--- src/rtl/checkpointed_free_list.sv ---
// Free list of physical register tags for rename: a circular FIFO whose head
// pointer can be snapshotted into checkpoint columns and rolled back on a flush.
module checkpointed_free_list #(
   parameter int NUM_PHYS_REGS      = 64,
   parameter int NUM_ARCH_REGS      = 32,
   parameter int CHECKPOINT_COLUMNS = 4,
   localparam int DEPTH  = NUM_PHYS_REGS - NUM_ARCH_REGS,
   localparam int TAG_W  = $clog2(NUM_PHYS_REGS),
   localparam int PTR_W  = $clog2(DEPTH),
   localparam int CKPT_W = $clog2(CHECKPOINT_COLUMNS)
) (
   input  logic              CLK,
   input  logic              nRST,
   input  logic              dequeue_req,
   output logic              dequeue_valid,
   output logic [TAG_W-1:0]  dequeue_tag,
   input  logic              enqueue_valid,
   input  logic [TAG_W-1:0]  enqueue_tag,
   input  logic              save_valid,
   input  logic [CKPT_W-1:0] save_column,
   input  logic              restore_valid,
   input  logic [CKPT_W-1:0] restore_column,
   output logic [PTR_W:0]    count,
   output logic              empty,
   output logic              full,
   output logic              overflow_err
);

   localparam logic [PTR_W:0] PTR_ONE   = (PTR_W+1)'(1);
   localparam logic [PTR_W:0] CNT_DEPTH = (PTR_W+1)'(DEPTH);

   logic [TAG_W-1:0] mem [DEPTH];
   logic [PTR_W:0]   head;
   logic [PTR_W:0]   tail;
   logic [PTR_W:0]   ckpt_head [CHECKPOINT_COLUMNS];

   logic             deq_fire;
   logic             enq_fire;
   logic [PTR_W:0]   head_after;

   // Handshake: dequeue_valid is the "ready" of the free list; a tag is taken when
   // dequeue_req && dequeue_valid && !restore_valid, and is presented the same cycle.
   // Enqueue has no back-pressure: enqueue_valid while full drops the tag and raises
   // overflow_err for one cycle.
   assign count         = tail - head;
   assign empty         = (count == '0);
   assign full          = (count == CNT_DEPTH);
   assign dequeue_valid = !empty;
   assign dequeue_tag   = mem[head[PTR_W-1:0]];

   assign deq_fire   = dequeue_req && !empty && !restore_valid;
   assign enq_fire   = enqueue_valid && !full;
   assign head_after = deq_fire ? head + PTR_ONE : head;

   always_ff @(posedge CLK) begin
      if (!nRST) begin
         head         <= '0;
         tail         <= {1'b1, {PTR_W{1'b0}}};
         overflow_err <= 1'b0;
         for (int i = 0; i < DEPTH; i++) begin
            mem[i] <= TAG_W'(NUM_ARCH_REGS + i);
         end
         for (int c = 0; c < CHECKPOINT_COLUMNS; c++) begin
            ckpt_head[c] <= '0;
         end
      end else begin
         overflow_err <= enqueue_valid && full;
         // Restore only moves head; tail and storage are left to the enqueue path.
         if (restore_valid) begin
            head <= ckpt_head[restore_column];
         end else begin
            head <= head_after;
            if (save_valid) begin
               ckpt_head[save_column] <= head_after;
            end
         end
         if (enq_fire) begin
            mem[tail[PTR_W-1:0]] <= enqueue_tag;
            tail                 <= tail + PTR_ONE;
         end
      end
   end

endmodule

--- config.mk ---
export PLATFORM = sky130hd
export DESIGN_NAME = checkpointed_free_list
export DESIGN_NICKNAME = d
export VERILOG_FILES = /design/src/rtl/checkpointed_free_list.sv
export SDC_FILE = /design/constraint.sdc
export NUM_CORES = 1
export LEC_CHECK = 0
export ABC_AREA = 1
export CORE_AREA = 2 2 153 155
export CTS_CLUSTER_DIAMETER = 100
export DETAILED_ROUTE_END_ITERATION = 10
export DIE_AREA = 0 0 155 157
export PLACE_DENSITY = 0.77
export SETUP_SLACK_MARGIN = 0.15
export SYNTH_ARGS = -nofsm -noshare
export SYNTH_HDL_FRONTEND = slang
export SYNTH_SLANG_ARGS = --single-unit
--- constraint.sdc ---
create_clock -name CLK -period 3.6 [get_ports CLK]
set_input_delay 0.36 -clock CLK [delete_from_list [all_inputs] [get_ports CLK]]
set_output_delay 0.36 -clock CLK [all_outputs]
set_load 0.005 [all_outputs]
# Yosys cells after proc, flatten, opt, wreduce, memory -nomap -nowiden
# Memory sizes are Yosys's and may differ from the RTL's. A register that Yosys moved wholly into a read port is not among the register bits.
# Cells that the tools add are included.
# W data, S select, Z words.
# op_classes
add_sub_neg	3
eq_ne	1
n_mux	17
reduce_logical	10
# ops
operator	count
$mux W6	4
$add A6 B1 Y6 const B	2
$reduce_or A6 Y1	2
$mux W1	10
$mux W5	2
$eq A6 B6 Y1 const B	1
$logic_not A6 Y1	1
$sub A6 B6 Y6	1
$logic_and A1 B1 Y1	4
$logic_not A1 Y1	3
$mux W2	1
# word_totals
regBits	13
ramBits	216
output_inout_bits	16
memories	2
# memory_table
name	depth	width	rd	rd_clocked_by_memory_dff	write_ports	line_no	text
mem	32	6	1	1	32	32	logic [TAG_W-1:0] mem [DEPTH];
ckpt_head	4	6	1	0	4	35	logic [PTR_W:0] ckpt_head [CHECKPOINT_COLUMNS];

# Longest topological paths before layout
# logic_depth
ltp_word	9
ltp_mapped	17

# Least setup slack after synthesis
# OpenSTA, ideal clock, no wires.
# synth_path
path_kind	register -> register
startpoint	register head[2]
endpoint	memory mem[2][0] (netlist name), enable pin
t_arrival_ns	2.390
slack_ns	0.892
stages_incl_launch_ff	18
n_path_buf	3
synth_period_minus_slack_ns	2.708
path_cell_list	dfxtp_1 -> clkbuf_1 -> inv_1 -> clkbuf_1 -> ha_1 -> inv_2 -> nand2_1 -> nand3_1 -> nand2_1 -> nand2_1 -> nand2_1 -> inv_2 -> nand2_2 -> inv_2 -> nor2_4 -> buf_4 -> nand3_1 -> nand2_1
# synth_rtl
element	line_no	text
start, declared	33	logic [PTR_W:0] head;
start signal, assigned	70	head <= ckpt_head[restore_column];
start signal, assigned	72	head <= head_after;
end, declared	32	

==> metrics.yaml <==
sta:
  slew_viol_final: 0
  worst_slew_pin_slew_ps: 1030
  hold_viol: 0
  period_minus_slack_ps: 3340
  finalClockSkew_ps: 11.8
  setup_viol: 0
  rsz0062_at_grt: "false"
  max_freq_mhz: 300
  fin_setup_tns_ps: 0
  min_period_over_period_pct: 92.7
  whs_ps: 183
  slew_headroom_pct: 31.1
synth:
  synth_most_common_cell: "nor2_1"
  yosysTopAreaCellShare_pct: 57.9
  synth_flop_cell: "edfxtp_1"
  yosys_warnings: 0
  syn-num-nets: 1185
  synthCells: 1158
  synth_top_cell_by_area: "edfxtp_1"
  synth.area.top_cells: "edfxtp_1 (58%), nor2_1 (8.0%), o21ai_0 (5.6%)"
  synthTopCellsByCount: "nor2_1 (238), edfxtp_1 (216), o21ai_0 (125), nand2_1 (111)"
  synthArstFlopShare_pct: 0
  synth_seq_cells: 229
  ys_types: 34
  synth_seq_area_share_pct: 60.3
  synth_enable_flop_cells: 216
  netlist_area_um2: 11200
  avgSynthCellArea_um2: 9.67
die:
  io_pins: 32
  die-area_um2: 24300
  dieWidth_um: 155
  coreArea_um2: 22500
  num_rows: 55
  die_h_um: 157
  start_util_pct: 49.7
routing:
  drc: 0
  num_vias: 9005
  ant_nets: 0
  routedWlPerCell_um: 20.1
  postRouteWirelength_mm: 29.3
  vias_per_cell: 6.20
  dr.pass1.iters: 5
  drtIter0Drc: 1279
critical_path:
  cp_max_fo: 25
  cp-end-kind: "output pin"
  path_common_cell: "o21ai_0"
  slowest_stage: "clkdlybuf4s50_1"
  cp_cell_sequence: "buf_6 -> buf_4 -> o21ai_0 -> o21ai_0 -> o21ai_0 -> a31oi_1 -> nor2_1 -> nor2_1 -> clkdlybuf4s50_1"
  critical_path_class: "flop to output pin"
  critical_path.max_stage_delay_ps: 550
  cp-start-kind: "flop"
  cp.required_ps: 3240
  cp.arrival_ps: 2980
job:
  cap_violations: 0
place:
  hpwl_mm: 18.3
  numPortBuffers: 31
  place_congestion: 0.997
global_routing:
  grt_pass1_wl_mm: 45.3
  antenna_found_initial: 0
  grtUsageTotal_pct: 23.8
  grt_overflow_total: 0
  grt_start_max_net_pins: 57
  grt_pass1_vias: 8534
final_layout:
  nets: 1178
  antenna_cells: 0
  drive_above_1_share_pct: 7.71
  syn2layout_area_growth_pct: 12.3
cts:
  cts_tree: "done"
  clkSinkCount: 229
  clk_pin_slew_ps: 60
  clock_path_buffers: 3
  cts-htree-levels: 1
  root_buffer: "clkbuf_16"
  cts_made_buffers: 24
  clk_latency_ps: 520
status:
  status: "finished clean"
power_and_ir_drop:
  pwr_density_cell_nw_per_um2: 502
  leakagePower_nw: 4.17
  irDropWorstVdd_v: 0.000277
min_path:
  hold_path_class: "input pin to flop"
## critical path: cells and delay by family (launching register included)
family | cells | cell delay [ps]
buf+inv | 3 | 1050
compound gates | 4 | 700
flops | 1 | 450
simple gates | 2 | 260
## flip-flops by register name, summed over array words and instances (netlist names)
register,flops
mem,192
head,6
overflow_err,1
ckpt_head,24
tail,6
## metal layers
| layer | wire [um] | global-route usage, % |
|---|---|---|
| met1 | 11200 | 32.0 |
| met2 | 13800 | 38.9 |
| met3 | 3360 | 3.88 |
| met4 | 992 | 9.70 |
| met5 | 0 | 0 |
## layout make-up
class                      instances  area, um^2
sequential                       229        6750
multi-input combinational        771        3820
timing repair buffer              68         636
inverter                          57         216
clock inverter                    13         136
clock buffer                      30         644
fill                            1894        9940
tap                              285         357
## cells by family (layout without fill, tap and decap cells)
kind of cell | after synthesis | after routing | share of synthesized area, %
buffers and inverters | 158 | 168 | 5.60
multiplexers | 6 | 6 | 0.537
flip-flops | 229 | 229 | 60.3
AND/OR/NAND/NOR | 547 | 547 | 22.0
adder cells (fa/ha/maj) | 11 | 11 | 1.30
AO/OA/AOI/OAI | 199 | 199 | 9.64
XOR/XNOR | 8 | 8 | 0.626
## power by group
part	internal [mW]	switching, mW	leakage [nW]
Sequential	2.97	0.0341	1.95
Clock	1.48	1.01	0.380
Combinational	0.261	0.562	1.84
Total	4.71	1.61	4.17
## final timing paths
path	from	end	slack, ps	cells past startpoint
setup / recovery	head[0]	dequeue_tag[1]	260	9
hold / removal	nRST	overflow_err	180	3
setup reg to reg	tail[0]	mem[10][4]	390	15
hold reg to reg	tail[5]	tail[5]	530	2
## stage by stage
| step | total power [mW] | setup WS, ps | utilization [%] | instance area [um^2] | cells |
|---|---|---|---|---|---|
| CTS | 6.29 | 155 | 55.7 | 12500 | 1452 |
| finish | 6.31 | 261 | 55.8 | 12600 | 1453 |
| floorplan | 3.54 | 892 | - | 11200 | 1158 |
| global route | 6.49 | 146 | 55.8 | 12600 | 1453 |
| detailed placement | 3.85 | 424 | 52.2 | 11800 | 1409 |
| global placement | 3.84 | 541 | 52.2 | 11800 | 1409 |
## what timing repair did
action | CTS | global route
hold buffers | 0 | 0
gates resized for setup | 3 | 5
buffers inserted | 0 | 1
setup endpoints to repair | 6 | 6
## layout by cell type (no fill, tap or decap), types with 2 or more instances in the layout
cell type        Yosys  layout
nor2_2               1       2
nand3_1             87      87
buf_4                3      30
bufinv_16            0       3
nand2_2              2       2
ha_1                10      10
nand2_1            111     111
xnor2_1              2       2
clkdlybuf4s50_1      0      30
inv_1               50      49
mux2i_1              6       6
edfxtp_1           216     216
clkinv_2             0       4
clkinv_1             2       8
inv_2                5       4
nand3_2              5       5
o22ai_1             31      31
o221ai_1             3       3
clkbuf_16            0      25
clkbuf_1            75       5
o21ai_0            125     125
dfxtp_4              0       2
buf_12               0       3
a21oi_1             25      25
dfxtp_1             13      11
o21a_1               2       2
a31oi_1              4       4
and2_1               4       4
o211ai_1             9       9
nor4_1               3       3
nor2_1             238     237
nor3_1               5       5
nor3_2               2       2
xor2_1               6       6
buf_6                0       4
nand4_1             87      87
Power figures use the tool's default switching activity.
